**src/rtl/vec_decode_seq.sv**
```systemverilog
// ============================================================================
// Module   : vec_decode_seq
// Purpose  : Registered decode-and-issue stage; vector ops become VLEN/LANES beats.
// Option   : VDEC_ILLEGAL_TRAP_EN drops opcode 111 and raises a sticky illegal_err.
// Revision : 1.0
// ============================================================================
`default_nettype none

module vec_decode_seq #(
  parameter int INSTR_W = 21,
  parameter int REG_AW  = 4,
  parameter int IMM_W   = 8,
  parameter int VLEN    = 16,
  parameter int LANES   = 4,
  localparam int NB     = VLEN / LANES,
  localparam int BW     = (NB > 1) ? $clog2(NB) : 1
) (
  input  logic               clk,
  input  logic               rst,
  input  logic               in_valid,
  output logic               in_ready,
  input  logic [INSTR_W-1:0] instr,
  output logic               out_valid,
  input  logic               out_ready,
  output logic [4:0]         ex_ctrl,
  output logic [3:0]         mem_ctrl,
  output logic [1:0]         wb_ctrl,
  output logic [REG_AW-1:0]  rd,
  output logic [REG_AW-1:0]  rs1,
  output logic [REG_AW-1:0]  rs2,
  output logic [IMM_W-1:0]   imm,
  output logic [1:0]         reg_type,
  output logic               des_type,
  output logic [BW-1:0]      beat_idx,
  output logic               last_beat,
  output logic               illegal_err
);

  localparam logic [BW-1:0] LAST_IDX = BW'(NB - 1);

  typedef enum logic [0:0] {IDLE = 1'b0, ISSUE = 1'b1} state_t;

  state_t              state_q, state_d;
  logic                out_valid_q, out_valid_d;
  logic [4:0]          ex_ctrl_q, ex_ctrl_d;
  logic [3:0]          mem_ctrl_q, mem_ctrl_d;
  logic [1:0]          wb_ctrl_q, wb_ctrl_d;
  logic [REG_AW-1:0]   rd_q, rd_d, rs1_q, rs1_d, rs2_q, rs2_d;
  logic [IMM_W-1:0]    imm_q, imm_d;
  logic [1:0]          reg_type_q, reg_type_d;
  logic                des_type_q, des_type_d;
  logic [BW-1:0]       beat_idx_q, beat_idx_d;
  logic                last_beat_q, last_beat_d;

  // Decoded view of the incoming instruction
  logic                w_funct, w_imm_flag, w_des;
  logic [2:0]          w_op;
  logic [1:0]          w_wb, w_rt;
  logic [REG_AW-1:0]   w_rd, w_rs1, w_rs2;
  logic [IMM_W-1:0]    w_imm;
  logic                w_drop;
`ifdef VDEC_ILLEGAL_TRAP_EN
  logic                w_illegal;
  logic                illegal_err_q, illegal_err_d;
`endif

  always_comb begin
    w_funct    = instr[INSTR_W-1];
    w_op       = instr[INSTR_W-2 -: 3];
    w_imm_flag = instr[INSTR_W-5];
    w_wb       = instr[INSTR_W-6 -: 2];
    w_rd       = '0;
    w_rs1      = '0;
    w_rs2      = '0;
    w_imm      = '0;
    w_rt       = 2'b00;
    w_des      = 1'b0;
`ifdef VDEC_ILLEGAL_TRAP_EN
    w_illegal  = 1'b0;
`endif
    if (w_funct) begin
      w_rd  = instr[INSTR_W-8 -: REG_AW];
      w_rs1 = instr[INSTR_W-8-REG_AW -: REG_AW];
      w_rt  = 2'b01;
      w_des = 1'b1;
    end else begin
      case (w_op)
        3'b000, 3'b010, 3'b011: begin
          w_rd  = instr[INSTR_W-8 -: REG_AW];
          w_imm = instr[IMM_W-1:0];
          w_rt  = 2'b10;
        end
        3'b001: begin
          w_rd  = instr[INSTR_W-8 -: REG_AW];
          w_rs1 = instr[INSTR_W-8-REG_AW -: REG_AW];
          w_rt  = 2'b10;
          w_des = 1'b1;
        end
        3'b100, 3'b110, 3'b101: begin
          w_rd  = instr[INSTR_W-8 -: REG_AW];
          w_rs1 = instr[INSTR_W-8-REG_AW -: REG_AW];
          w_rs2 = instr[INSTR_W-8-2*REG_AW -: REG_AW];
          w_rt  = (w_op == 3'b101) ? 2'b11 : 2'b01;
          w_des = 1'b1;
        end
        default: begin
          // opcode 111: issued as a NOP unless trapped
          w_wb = 2'b00;
`ifdef VDEC_ILLEGAL_TRAP_EN
          w_illegal = 1'b1;
`endif
        end
      endcase
    end
  end

`ifdef VDEC_ILLEGAL_TRAP_EN
  assign w_drop = w_illegal;
`else
  assign w_drop = 1'b0;
`endif

  assign in_ready = (state_q == IDLE) || ((state_q == ISSUE) && last_beat_q && out_ready);

  always_comb begin
    state_d     = state_q;
    out_valid_d = out_valid_q;
    ex_ctrl_d   = ex_ctrl_q;
    mem_ctrl_d  = mem_ctrl_q;
    wb_ctrl_d   = wb_ctrl_q;
    rd_d        = rd_q;
    rs1_d       = rs1_q;
    rs2_d       = rs2_q;
    imm_d       = imm_q;
    reg_type_d  = reg_type_q;
    des_type_d  = des_type_q;
    beat_idx_d  = beat_idx_q;
    last_beat_d = last_beat_q;
`ifdef VDEC_ILLEGAL_TRAP_EN
    illegal_err_d = illegal_err_q;
`endif
    if (in_ready) begin
      state_d     = IDLE;
      out_valid_d = 1'b0;
      if (in_valid && w_drop) begin
`ifdef VDEC_ILLEGAL_TRAP_EN
        illegal_err_d = 1'b1;
`endif
      end else if (in_valid) begin
        state_d     = ISSUE;
        out_valid_d = 1'b1;
        ex_ctrl_d   = {w_funct, w_op, w_imm_flag};
        mem_ctrl_d  = {w_funct, w_op};
        wb_ctrl_d   = w_wb;
        rd_d        = w_rd;
        rs1_d       = w_rs1;
        rs2_d       = w_rs2;
        imm_d       = w_imm;
        reg_type_d  = w_rt;
        des_type_d  = w_des;
        beat_idx_d  = '0;
        last_beat_d = !w_des || (NB == 1);
      end
    end else if ((state_q == ISSUE) && out_ready) begin
      beat_idx_d  = beat_idx_q + 1'b1;
      last_beat_d = (beat_idx_q + 1'b1) == LAST_IDX;
    end
  end

  always_ff @(posedge clk) begin
    if (rst) begin
      state_q     <= IDLE;
      out_valid_q <= 1'b0;
      ex_ctrl_q   <= '0;
      mem_ctrl_q  <= '0;
      wb_ctrl_q   <= '0;
      rd_q        <= '0;
      rs1_q       <= '0;
      rs2_q       <= '0;
      imm_q       <= '0;
      reg_type_q  <= '0;
      des_type_q  <= 1'b0;
      beat_idx_q  <= '0;
      last_beat_q <= 1'b0;
`ifdef VDEC_ILLEGAL_TRAP_EN
      illegal_err_q <= 1'b0;
`endif
    end else begin
      state_q     <= state_d;
      out_valid_q <= out_valid_d;
      ex_ctrl_q   <= ex_ctrl_d;
      mem_ctrl_q  <= mem_ctrl_d;
      wb_ctrl_q   <= wb_ctrl_d;
      rd_q        <= rd_d;
      rs1_q       <= rs1_d;
      rs2_q       <= rs2_d;
      imm_q       <= imm_d;
      reg_type_q  <= reg_type_d;
      des_type_q  <= des_type_d;
      beat_idx_q  <= beat_idx_d;
      last_beat_q <= last_beat_d;
`ifdef VDEC_ILLEGAL_TRAP_EN
      illegal_err_q <= illegal_err_d;
`endif
    end
  end

  assign out_valid = out_valid_q;
  assign ex_ctrl   = ex_ctrl_q;
  assign mem_ctrl  = mem_ctrl_q;
  assign wb_ctrl   = wb_ctrl_q;
  assign rd        = rd_q;
  assign rs1       = rs1_q;
  assign rs2       = rs2_q;
  assign imm       = imm_q;
  assign reg_type  = reg_type_q;
  assign des_type  = des_type_q;
  assign beat_idx  = beat_idx_q;
  assign last_beat = last_beat_q;
`ifdef VDEC_ILLEGAL_TRAP_EN
  assign illegal_err = illegal_err_q;
`else
  assign illegal_err = 1'b0;
`endif

endmodule

`default_nettype wire

```
**config.mk**
```make
export PLATFORM = sky130hd
export DESIGN_NAME = vec_decode_seq
export DESIGN_NICKNAME = d
export VERILOG_FILES = /design/src/rtl/vec_decode_seq.sv
export SDC_FILE = /design/constraint.sdc
export NUM_CORES = 1
export LEC_CHECK = 0
export ABC_AREA = 1
export CAP_MARGIN = 20
export CORE_MARGIN = 4
export CORE_UTILIZATION = 25
export CTS_BUF_LIST = sky130_fd_sc_hd__clkbuf_8
export CTS_CLUSTER_SIZE = 8
export DETAILED_ROUTE_END_ITERATION = 7
export SLEW_MARGIN = 25
export SYNTH_ARGS = -nofsm -noshare
export SYNTH_HDL_FRONTEND = slang
export SYNTH_SLANG_ARGS = --single-unit
```
**constraint.sdc**
```tcl
create_clock -name clk -period 2.7 [get_ports clk]
set_clock_uncertainty 0.05 [all_clocks]
set_input_delay 0.675 -clock clk [delete_from_list [all_inputs] [get_ports clk]]
set_output_delay 0.675 -clock clk [all_outputs]
set_load 0.02 [all_outputs]
```
==> results by group <==
Floorplanning
  – Starting Density: 26.0%
  – Row count: 27
  – Die ar.: 7040 um2
  – Die Ht: 83.9 um
  – Total core area: 5540 um2
  – IO Pins: 65
  – Die width: 83.9 um

Placed design
  – Port Buf Inserts: 63
  – HPWL after detailed placement: 2.88 mm
  – Final Wtd Congestion: 0.726
  – Placed Area: 2100 um2

Setup path
  – CP Class: input port to output port
  – Most used cell, CP: clkdlybuf4s50_1
  – Worst path cell trace: clkdlybuf4s50_1 -> nand2_1 -> nand2_2 -> clkdlybuf4s50_1
  – Highest cell delay on the worst timing path: 0.60 ns
  – Delay-heaviest family, CP: buffers and inverters
  – Crit Path Max Fanout: 2
  – Crit path max-delay cell type: clkdlybuf4s50_1
  – CP required: 1.98 ns
  – Startpoint Class: input port
  – Critical Path End Type: output port
  – Worst path arrival time: 1.89 ns
  – Worst path buffer plus inverter count: 2

Clocking
  – CTS buffer count: 5
  – # clock sinks: 34
  – CTS tree: yes
  – Setup bufs post-CTS: 0
  – CTS clk-pin slew, worst paths: 0.07 ns
  – Worst-skew pair later-pin latency: 0.28 ns
  – CTS Buffer Depth: 2
  – # resized after CTS: 0
  – H-tree depth: 2
  – # hold bufs at CTS: 0
  – CTS root buf: clkbuf_8

Logic synthesis
  – Cell Area, Synth: 1440 um2
  – Synthesis-stage register bit count: 34
  – Yosys synthesis warning count: 0
  – Fraction of registers with async set/reset: 0%
  – Register area share after synthesis: 47.2%
  – Main flop type after synthesis: dfxtp_1
  – Yosys cell types: 19
  – Post-synth net total: 225
  – Post-synth EDFFs: 0
  – Syn avg cell area: 7.24 um2
  – Post-synthesis cell count: 199

Power
  – Pwr dens: 573 nW/um2
  – Pwr Total: 1.26 mW
  – Leakage: 0.890 nW
  – VDD IR-drop max: 0.324 mV

STA
  – Final TNS setup: 0 ns
  – Fin crit period: 2.62 ns
  – RSZ-0062 raised after global routing: no
  – Pins over their slew limit: 0
  – WHS: 0.414 ns
  – Final cycle utilization of the critical path: 97.0%
  – Final hold violations: 0
  – F_max: 0.382 GHz
  – Final setup viols: 0

Final layout
  – Area Overhead vs Synth: 53.2%
  – Design Area, Final: 2210 um2
  – Filler cell count: 623
  – Commonest non-fill, non-tap cell in the layout: clkdlybuf4s50_1
  – Most frequent cells in the layout: clkdlybuf4s50_1, nor2_1, dfxtp_1
  – Layout cells sized above 1: 5.00%
  – Final #Nets: 285
  – Utilization after layout: 39.9%
  – Ant. Diodes: 0

Routing
  – # DRC: 0
  – Initial DRC Count: 73
  – Drt pass-1 iters: 4
  – ANT nets after route: 0
  – Final wirelength: 4.15 mm
  – Via/cell ratio: 4.39
  – Routed WL per cell: 12.5 um
  – Via count: 1,456

Hold path
  – Worst hold-check path type: register to register

Global route
  – Initial antenna violation count: 0
  – GR Util All Layers: 12.3%
  – Vias in the first global route: 1,430
  – Pin count of the biggest net entering global routing: 31
  – GRT overflow: 0
  – First-pass GRT wire length: 6.96 mm

Run
  – Max_cap viols: 0

Status
  – Status: finished, final reports clean
## per-layer routing
metal / track usage, % / share of wire, % / routed length (um)
met1: 15.4 / 44 / 1830
met2: 18.4 / 45 / 1880
met3: 6.22 / 9.8 / 408
met4: 3.51 / 0.58 / 24
met5: 0 / 0 / 0
## registers in the layout, summed over array words and instances, names as in the netlist
register   count
rd             4
imm            8
des_type       1
rs2            4
out_valid      1
reg_type       2
ex_ctrl        5
rs1            4
beat_idx       2
wb_ctrl        2
last_beat      1
## cells by family (layout without fill, tap and decap cells)
logic type | count (synthesis) | count (layout) | synth area share, %
flops | 34 | 34 | 47.2
simple gates | 91 | 91 | 26.5
fa+ha+maj | 1 | 1 | 0.868
other cells | 1 | 1 | 0.260
buf+inv | 31 | 92 | 10.7
compound gates | 41 | 41 | 14.5
## synth_stat cells (3+ instances only)
library cell / instances / area [um2]
a21oi_1: 24 / 120
buf_2: 3 / 15.0
buf_4: 9 / 67.6
dfxtp_1: 34 / 681
inv_1: 17 / 63.8
nand2_1: 25 / 93.8
nand3_1: 20 / 100
nor2_1: 42 / 158
o21ai_0: 15 / 75.1
## worst paths after layout
kind,startpoint,end,slack (ns),cells after the start
min,imm[3],imm[3],0.41,2
max,out_ready,in_ready,0.08,4
min reg2reg,imm[3],imm[3],0.41,2
max reg2reg,last_beat,imm[2],1.27,6
## where the power goes
group	total [mW]	switching, mW	internal, mW	leakage [nW]
sequential	0.550	0.0179	0.532	0.279
clock	0.451	0.183	0.269	0.0607
combinational	0.263	0.141	0.122	0.551
## per-stage QoR
| step | std cells | setup WS [ns] |
|---|---|---|
| floorplan | 199 | 1.03 |
| global placement | 324 | 0.0844 |
| detailed placement | 324 | 0.0786 |
| CTS | 332 | 0.0732 |
| global route | 332 | 0.0341 |
| finish | 332 | 0.0811 |
## final cells by class
| type | instances | area, um2 | area share (%) |
|---|---|---|---|
| sequential | 34 | 681 | 30.8 |
| timing repair buffer | 67 | 661 | 29.9 |
| multi-input combinational | 134 | 607 | 27.5 |
| tap | 72 | 90.1 | 4.08 |
| clock buffer | 5 | 68.8 | 3.12 |
| inverter | 17 | 63.8 | 2.89 |
| clock inverter | 3 | 37.5 | 1.70 |
## worst reg2reg max path: cells and delay by family, from the launching register on
family	cells	cell delay, ns
and+or+nand+nor	2	0.21
DFF	1	0.36
AOI/OAI and AO/OA	2	0.28
buffers and inverters	2	0.47
Note: power is estimated with default switching activity, not from simulation.
